## src/rtl/uart_tx_arbiter.sv

```systemverilog
// Round-robin arbiter sharing one UART transmitter between N_REQ byte producers,
// with bounded burst retention and a sticky timeout flag for a silent transmitter.
module uart_tx_arbiter #(
    parameter int N_REQ        = 4,
    parameter int DATA_W       = 8,
    parameter int MAX_BURST    = 4,
    parameter int BUSY_TIMEOUT = 16
) (
    input  logic                       clk,
    input  logic                       reset,
    input  logic [N_REQ-1:0]           req,
    input  logic [N_REQ*DATA_W-1:0]    req_data,
    output logic [N_REQ-1:0]           ack,
    output logic [DATA_W-1:0]          tx_data,
    output logic                       tx_start,
    input  logic                       tx_busy,
    output logic [$clog2(N_REQ)-1:0]   grant_id,
    output logic                       active,
    output logic                       err_timeout,
    output logic [$clog2(N_REQ)-1:0]   err_id,
    input  logic                       err_clr
);

    localparam int ID_W = $clog2(N_REQ);
    localparam int BC_W = $clog2(MAX_BURST + 1);
    localparam int TO_W = $clog2(BUSY_TIMEOUT + 1);

    typedef enum logic [1:0] {
        IDLE      = 2'd0,
        WAIT_BUSY = 2'd1,
        WAIT_DONE = 2'd2
    } state_t;

    state_t              state_q, state_d;
    logic [DATA_W-1:0]   tx_data_q, tx_data_d;
    logic                tx_start_q, tx_start_d;
    logic [N_REQ-1:0]    ack_q, ack_d;
    logic [ID_W-1:0]     grant_id_q, grant_id_d;
    logic [BC_W-1:0]     burst_cnt_q, burst_cnt_d;
    logic [TO_W-1:0]     to_cnt_q, to_cnt_d;
    logic                err_timeout_q, err_timeout_d;
    logic [ID_W-1:0]     err_id_q, err_id_d;

    logic [ID_W-1:0]     sel_idx;
    logic                sel_keep;
    logic                sel_found;
    logic [ID_W-1:0]     cand;

    // Winner selection: keep the current owner while its burst lasts, otherwise
    // rotate starting just after it; the owner itself is the last candidate.
    always_comb begin
        sel_idx   = grant_id_q;
        sel_keep  = 1'b0;
        sel_found = 1'b0;
        cand      = grant_id_q;
        if (req[grant_id_q] && (burst_cnt_q < BC_W'(MAX_BURST))) begin
            sel_keep  = 1'b1;
            sel_found = 1'b1;
        end else begin
            for (int k = 1; k <= N_REQ; k++) begin
                cand = ID_W'((int'(grant_id_q) + k) % N_REQ);
                if (!sel_found && req[cand]) begin
                    sel_idx   = cand;
                    sel_found = 1'b1;
                end
            end
        end
    end

    always_comb begin
        state_d       = state_q;
        tx_data_d     = tx_data_q;
        tx_start_d    = 1'b0;
        ack_d         = '0;
        grant_id_d    = grant_id_q;
        burst_cnt_d   = burst_cnt_q;
        to_cnt_d      = to_cnt_q;
        err_timeout_d = err_timeout_q;
        err_id_d      = err_id_q;

        if (err_clr) begin
            err_timeout_d = 1'b0;
        end

        case (state_q)
            IDLE: begin
                to_cnt_d = '0;
                if (|req) begin
                    state_d     = WAIT_BUSY;
                    tx_data_d   = req_data[int'(sel_idx)*DATA_W +: DATA_W];
                    tx_start_d  = 1'b1;
                    ack_d       = N_REQ'(1) << sel_idx;
                    grant_id_d  = sel_idx;
                    burst_cnt_d = sel_keep ? (burst_cnt_q + BC_W'(1)) : BC_W'(1);
                end
            end
            WAIT_BUSY: begin
                // The start-pulse cycle itself cannot see busy yet, hence to_cnt != 0.
                if ((to_cnt_q != '0) && tx_busy) begin
                    state_d  = WAIT_DONE;
                    to_cnt_d = '0;
                end else if (to_cnt_q == TO_W'(BUSY_TIMEOUT - 1)) begin
                    state_d       = IDLE;
                    to_cnt_d      = '0;
                    err_timeout_d = 1'b1;
                    err_id_d      = grant_id_q;
                end else begin
                    to_cnt_d = to_cnt_q + TO_W'(1);
                end
            end
            WAIT_DONE: begin
                if (!tx_busy) begin
                    state_d = IDLE;
                end
            end
            default: begin
                state_d = IDLE;
            end
        endcase
    end

    always_ff @(posedge clk or negedge reset) begin
        if (!reset) begin
            state_q       <= IDLE;
            tx_data_q     <= '0;
            tx_start_q    <= 1'b0;
            ack_q         <= '0;
            grant_id_q    <= ID_W'(N_REQ - 1);
            burst_cnt_q   <= '0;
            to_cnt_q      <= '0;
            err_timeout_q <= 1'b0;
            err_id_q      <= '0;
        end else begin
            state_q       <= state_d;
            tx_data_q     <= tx_data_d;
            tx_start_q    <= tx_start_d;
            ack_q         <= ack_d;
            grant_id_q    <= grant_id_d;
            burst_cnt_q   <= burst_cnt_d;
            to_cnt_q      <= to_cnt_d;
            err_timeout_q <= err_timeout_d;
            err_id_q      <= err_id_d;
        end
    end

    assign tx_data     = tx_data_q;
    assign tx_start    = tx_start_q;
    assign ack         = ack_q;
    assign grant_id    = grant_id_q;
    assign active      = (state_q != IDLE);
    assign err_timeout = err_timeout_q;
    assign err_id      = err_id_q;

endmodule

```

## config.mk

```make
export PLATFORM = sky130hd
export DESIGN_NAME = uart_tx_arbiter
export DESIGN_NICKNAME = d
export VERILOG_FILES = /design/src/rtl/uart_tx_arbiter.sv
export SDC_FILE = /design/constraint.sdc
export NUM_CORES = 1
export LEC_CHECK = 0
export ABC_AREA = 1
export ABC_CLOCK_PERIOD_IN_PS = 4400
export CAP_MARGIN = 20
export CORE_ASPECT_RATIO = 0.6
export CORE_MARGIN = 4
export CORE_UTILIZATION = 39
export DETAILED_ROUTE_END_ITERATION = 7
export GPL_ROUTABILITY_DRIVEN = 0
export PLACE_DENSITY_LB_ADDON = 0.12
export SETUP_SLACK_MARGIN = 0.1
export SLEW_MARGIN = 40
export SYNTH_ARGS = -nofsm -noshare
export SYNTH_HDL_FRONTEND = slang
export SYNTH_SLANG_ARGS = --single-unit
```

## constraint.sdc

```tcl
create_clock -name clk -period 4.4 [get_ports clk]
set_input_delay 1.1 -clock clk [delete_from_list [all_inputs] [get_ports clk]]
set_output_delay 1.1 -clock clk [all_outputs]
set_load 0.1 [all_outputs]
```

==> impl_summary.md <==
Status
The run finished with clean final reports.

Synth
The mapped netlist covers 0.002017 mm^2. Synthesis produced a netlist with a net count of 337. The Yosys step of the flow raised 0 warnings. The biggest area consumer among synthesized cells is sky130_fd_sc_hd__dfrtp_1. In this run, synthesis produced a sequential element count of 28. The instance count of the mapped netlist is 294.

The share of Yosys cell area claimed by the top area cell type is 32.26%. Sequential cells were found to cover 34.86% of the synthesized design area. In the post-synthesis netlist, the biggest area contributors are sky130_fd_sc_hd__dfrtp_1 32%, sky130_fd_sc_hd__nand3_1 16%, sky130_fd_sc_hd__nand2_1 15%. The average footprint of a synthesized cell is 6.860 um^2. The number of distinct standard cells referenced by the synthesized netlist is 29.

Timing
Measured against its own limit, the worst slew margin works out to 67.22%. The clock period minus final worst setup slack is 2763 ps. The total of endpoints with negative setup slack in the final report is 0. Static timing analysis puts the maximum clock frequency at 0.3620 GHz. Hold is met by 482.1 ps. The hold violation total from the final report was 0. Setup repair after global routing left no endpoint under its margin. The part of the cycle the worst path needs is 62.79%.

In the final timing run, aggregate negative setup slack is 0 ps. The number of pins with negative max-slew slack in the final report was 0. The clock tree skew after final layout is 4.653 ps. The measured slew at the worst slew-check pin is 495.1 ps.

GRT
Summed over all layers, the global routing overflow is 0. Entering global routing, the biggest net connects 29 pins. The global routing usage on met1 is 24.04%.

Global routing consumed, on the met3 layer, 5.182% of the routing resources. The most heavily used metal layer in global routing is met1. The number of antenna violations at the first check in global routing came to 0. The global-route wire length before repair is 8590 um. The met2 track demand over resource in global routing is 23.44%. The number of global-route vias before repair is 1877. Global routing consumed, over all layers together, 16.39% of the routing resources.

Detailed routing
The number of detailed-route iterations in the first pass is 4. For this run, design rule violations remaining after detail routing come to 0. For this block, the routed nets add up to 5024 um of wire. After detailed routing, the average wire length per cell comes to 12.22 um. For this block, the via count after detailed routing is 1997. Using the TritonRoute via totals, the vias-per-cell ratio works out to 4.859. The post-route antenna net violation count is 0. In this run, the number of DRC markers left after iteration 0 of detailed routing was 96.

Setup path
STA classifies the critical path startpoint as an input port. Following the worst setup path forward leads to its endpoint at tx_data[3]. The worst register-to-register path has a depth of 15. The internal reg-to-reg setup slack is 2010 ps.

On the critical path the largest part of the delay comes from simple AND/OR/NAND/NOR gates. Data arrives at the worst endpoint at 2980 ps. In this run the critical register-to-register path is launched from grant_id[0]. The required time at the endpoint of the critical path is 4620 ps. The number of buffers and inverters on the critical path is 1. In this run the worst path has a maximum fanout of 11.

The kind of end point of the critical path is a flop. The cell with the largest stage delay on the worst path is sky130_fd_sc_hd__clkdlybuf4s50_1. The start point of the critical path is req[0]. Among the stages of the critical path, the cell type that occurs most often is sky130_fd_sc_hd__nand2_1.

The critical path goes through clkdlybuf4s50_1 > nand2_1 > nand2_1 > nand2_1 > nand2_2 > nor2_1 > nand2_1 > nand2_1 > nor2_1 > nand2_1 > nand2_1 > nand3_1 > nand2_1 > nand2_1 > nand2_1. The endpoint identified for the worst register-to-register timing path is tx_data[3]. The type of the setup path with the least slack is in -> reg. The largest single stage delay on the critical path is 520 ps. The critical path crosses 15 cells after its start point.

Final layout
The count of antenna diodes in the layout is 0. The area growth from synthesis to layout is 28.04%. Leaving out filler cells and counting taps, the final layout contains 411.

Measured on the finished design, the core utilization comes to 54.05%. In the final design database the tool counted 392 nets. Of the cells placed in the final design, the portion with a size suffix greater than 1 is 15.23%.

Clock network
The number of buffers between clock root and the deepest sink is 2. TritonCTS created 3 clock buffers. In this run the clock root is driven by a sky130_fd_sc_hd__clkbuf_8. Counting every sink on the clock net gives 28. The TritonCTS clock tree is done. Buffers added to address setup during post-CTS repair amount to 0. CTS built an H-tree with a depth of 1. The quantity of hold-fixing buffers added after cts is 0. After clock tree synthesis, the repair step resized 0 gates. The clock reaches the later pin of the worst-skew pair after 280 ps.

The register clock-pin slew on the reported worst setup and hold paths is 90 ps.

Die
The width of the chip is 100.8 um. The die is 63.71 um tall. The top-level I/O count is 59. The floorplan row count is 19. The initial cell density of the core is 42.21%.

The area of the die is 0.006424 mm^2. The core region is 0.004778 mm^2.

Hold path
The tightest min-delay check is of the reg -> reg type. The launch point of the worst hold path is tx_data[2].

Placed design
The quantity of I/O buffers inserted on ports is 58. The HPWL after detailed placement is 3986 um. The cell total after placement is 407.

Job
The total of max-cap violations is 0.
## logic make-up after synthesis
family	synth area share, %
fa+ha+maj	1.861
buf+inv	14.33
simple gates	44.98
xor+xnor	0.4343
flops	34.86
compound gates	3.536
## layout by cell type (no fill, tap or decap), types with 2 or more instances in the layout
cell type / count
sky130_fd_sc_hd__a21oi_1: 2
sky130_fd_sc_hd__buf_2: 19
sky130_fd_sc_hd__buf_4: 2
sky130_fd_sc_hd__clkbuf_8: 3
sky130_fd_sc_hd__clkdlybuf4s50_1: 39
sky130_fd_sc_hd__dfrtp_1: 26
sky130_fd_sc_hd__dfstp_2: 2
sky130_fd_sc_hd__ha_1: 3
sky130_fd_sc_hd__inv_1: 48
sky130_fd_sc_hd__inv_2: 3
sky130_fd_sc_hd__inv_4: 2
sky130_fd_sc_hd__nand2_1: 83
sky130_fd_sc_hd__nand2_2: 9
sky130_fd_sc_hd__nand2_4: 4
sky130_fd_sc_hd__nand3_1: 64
sky130_fd_sc_hd__nand3_2: 2
sky130_fd_sc_hd__nand3_4: 3
sky130_fd_sc_hd__nor2_1: 15
sky130_fd_sc_hd__o21ai_0: 7
sky130_fd_sc_hd__o21ai_1: 2
## layout make-up
cell class / instances / area (um^2)
timing repair buffer: 60 / 500.5
fill: 487 / 2196
tap: 63 / 78.83
multi-input combinational: 203 / 1025
inverter: 53 / 203.9
clock buffer: 3 / 41.29
clock inverter: 1 / 30.03
sequential: 28 / 703.2
## stage by stage
| step | setup slack (ps) | cell area, um^2 |
|---|---|---|
| after floorplan | 2123 | 2017 |
| after global placement | 1396 | 2606 |
| after detailed placement | 1358 | 2511 |
| after CTS | 1655 | 2582 |
| after global routing | 1460 | 2582 |
| final | 1637 | 2582 |
## worst min-delay path by stage
| stage | slack (ps) | endpoint | depth (start not counted) |
|---|---|---|---|
| 2_1_floorplan | 450 | burst_cnt_q[0] | 1 |
| 5_1_grt | 530 | tx_data[2] | 2 |
| 6_report | 480 | tx_data[2] | 2 |
| 4_1_cts | 490 | tx_data[2] | 2 |
| 3_5_place_dp | 470 | tx_data[6] | 2 |
| 3_3_place_gp | 460 | tx_data[2] | 2 |
## synthesized netlist by cell type
master                     instances
sky130_fd_sc_hd__a21oi_1           2
sky130_fd_sc_hd__a32o_1            1
sky130_fd_sc_hd__and2_1            1
sky130_fd_sc_hd__buf_2             2
sky130_fd_sc_hd__buf_4             2
sky130_fd_sc_hd__buf_6             5
sky130_fd_sc_hd__clkbuf_1          1
sky130_fd_sc_hd__dfrtp_1          26
sky130_fd_sc_hd__dfstp_2           2
sky130_fd_sc_hd__ha_1              3
sky130_fd_sc_hd__inv_1            48
sky130_fd_sc_hd__inv_2             3
sky130_fd_sc_hd__inv_4             2
sky130_fd_sc_hd__nand2_1          83
sky130_fd_sc_hd__nand2_2           9
sky130_fd_sc_hd__nand2_4           4
sky130_fd_sc_hd__nand3_1          64
sky130_fd_sc_hd__nand3_2           2
sky130_fd_sc_hd__nand3_4           3
sky130_fd_sc_hd__nor2_1           15
sky130_fd_sc_hd__nor2_4            1
sky130_fd_sc_hd__nor3_1            1
sky130_fd_sc_hd__nor3_2            1
sky130_fd_sc_hd__nor4_1            1
sky130_fd_sc_hd__o21ai_0           7
sky130_fd_sc_hd__o21ai_1           2
sky130_fd_sc_hd__o22ai_1           1
sky130_fd_sc_hd__or2_2             1
sky130_fd_sc_hd__xor2_1            1
## per-layer routing
metal  share of wire, %  wire length, um
met1                 51             2574
met2                 39             1976
met3                8.5              426
met4               0.92               46
met5                  0                0
## worst reg2reg max path: stages (launching register included)
cell                      delay [ps]
sky130_fd_sc_hd__dfstp_2         710
sky130_fd_sc_hd__inv_2           200
sky130_fd_sc_hd__nand2_1         110
sky130_fd_sc_hd__nand2_1         100
sky130_fd_sc_hd__nand2_2         120
sky130_fd_sc_hd__nand2_4         100
sky130_fd_sc_hd__nor2_4          130
sky130_fd_sc_hd__nand2_1          70
sky130_fd_sc_hd__nand2_1          70
sky130_fd_sc_hd__nor2_1           40
sky130_fd_sc_hd__nand2_1          50
sky130_fd_sc_hd__nand2_1         250
sky130_fd_sc_hd__nand3_1         160
sky130_fd_sc_hd__nand2_1          70
sky130_fd_sc_hd__nand2_1          60
sky130_fd_sc_hd__nand2_1          50
## sequential cells by signal, summed over array words and instances, names as in the netlist
name / cells
ack: 4
burst_cnt_q: 3
err_id: 2
err_timeout: 1
grant_id: 2
state_q: 2
to_cnt_q: 5
tx_data: 8
tx_start: 1
Power is not shown: default switching activity piles up to over one toggle a cycle in this logic, so the estimate is an artifact.
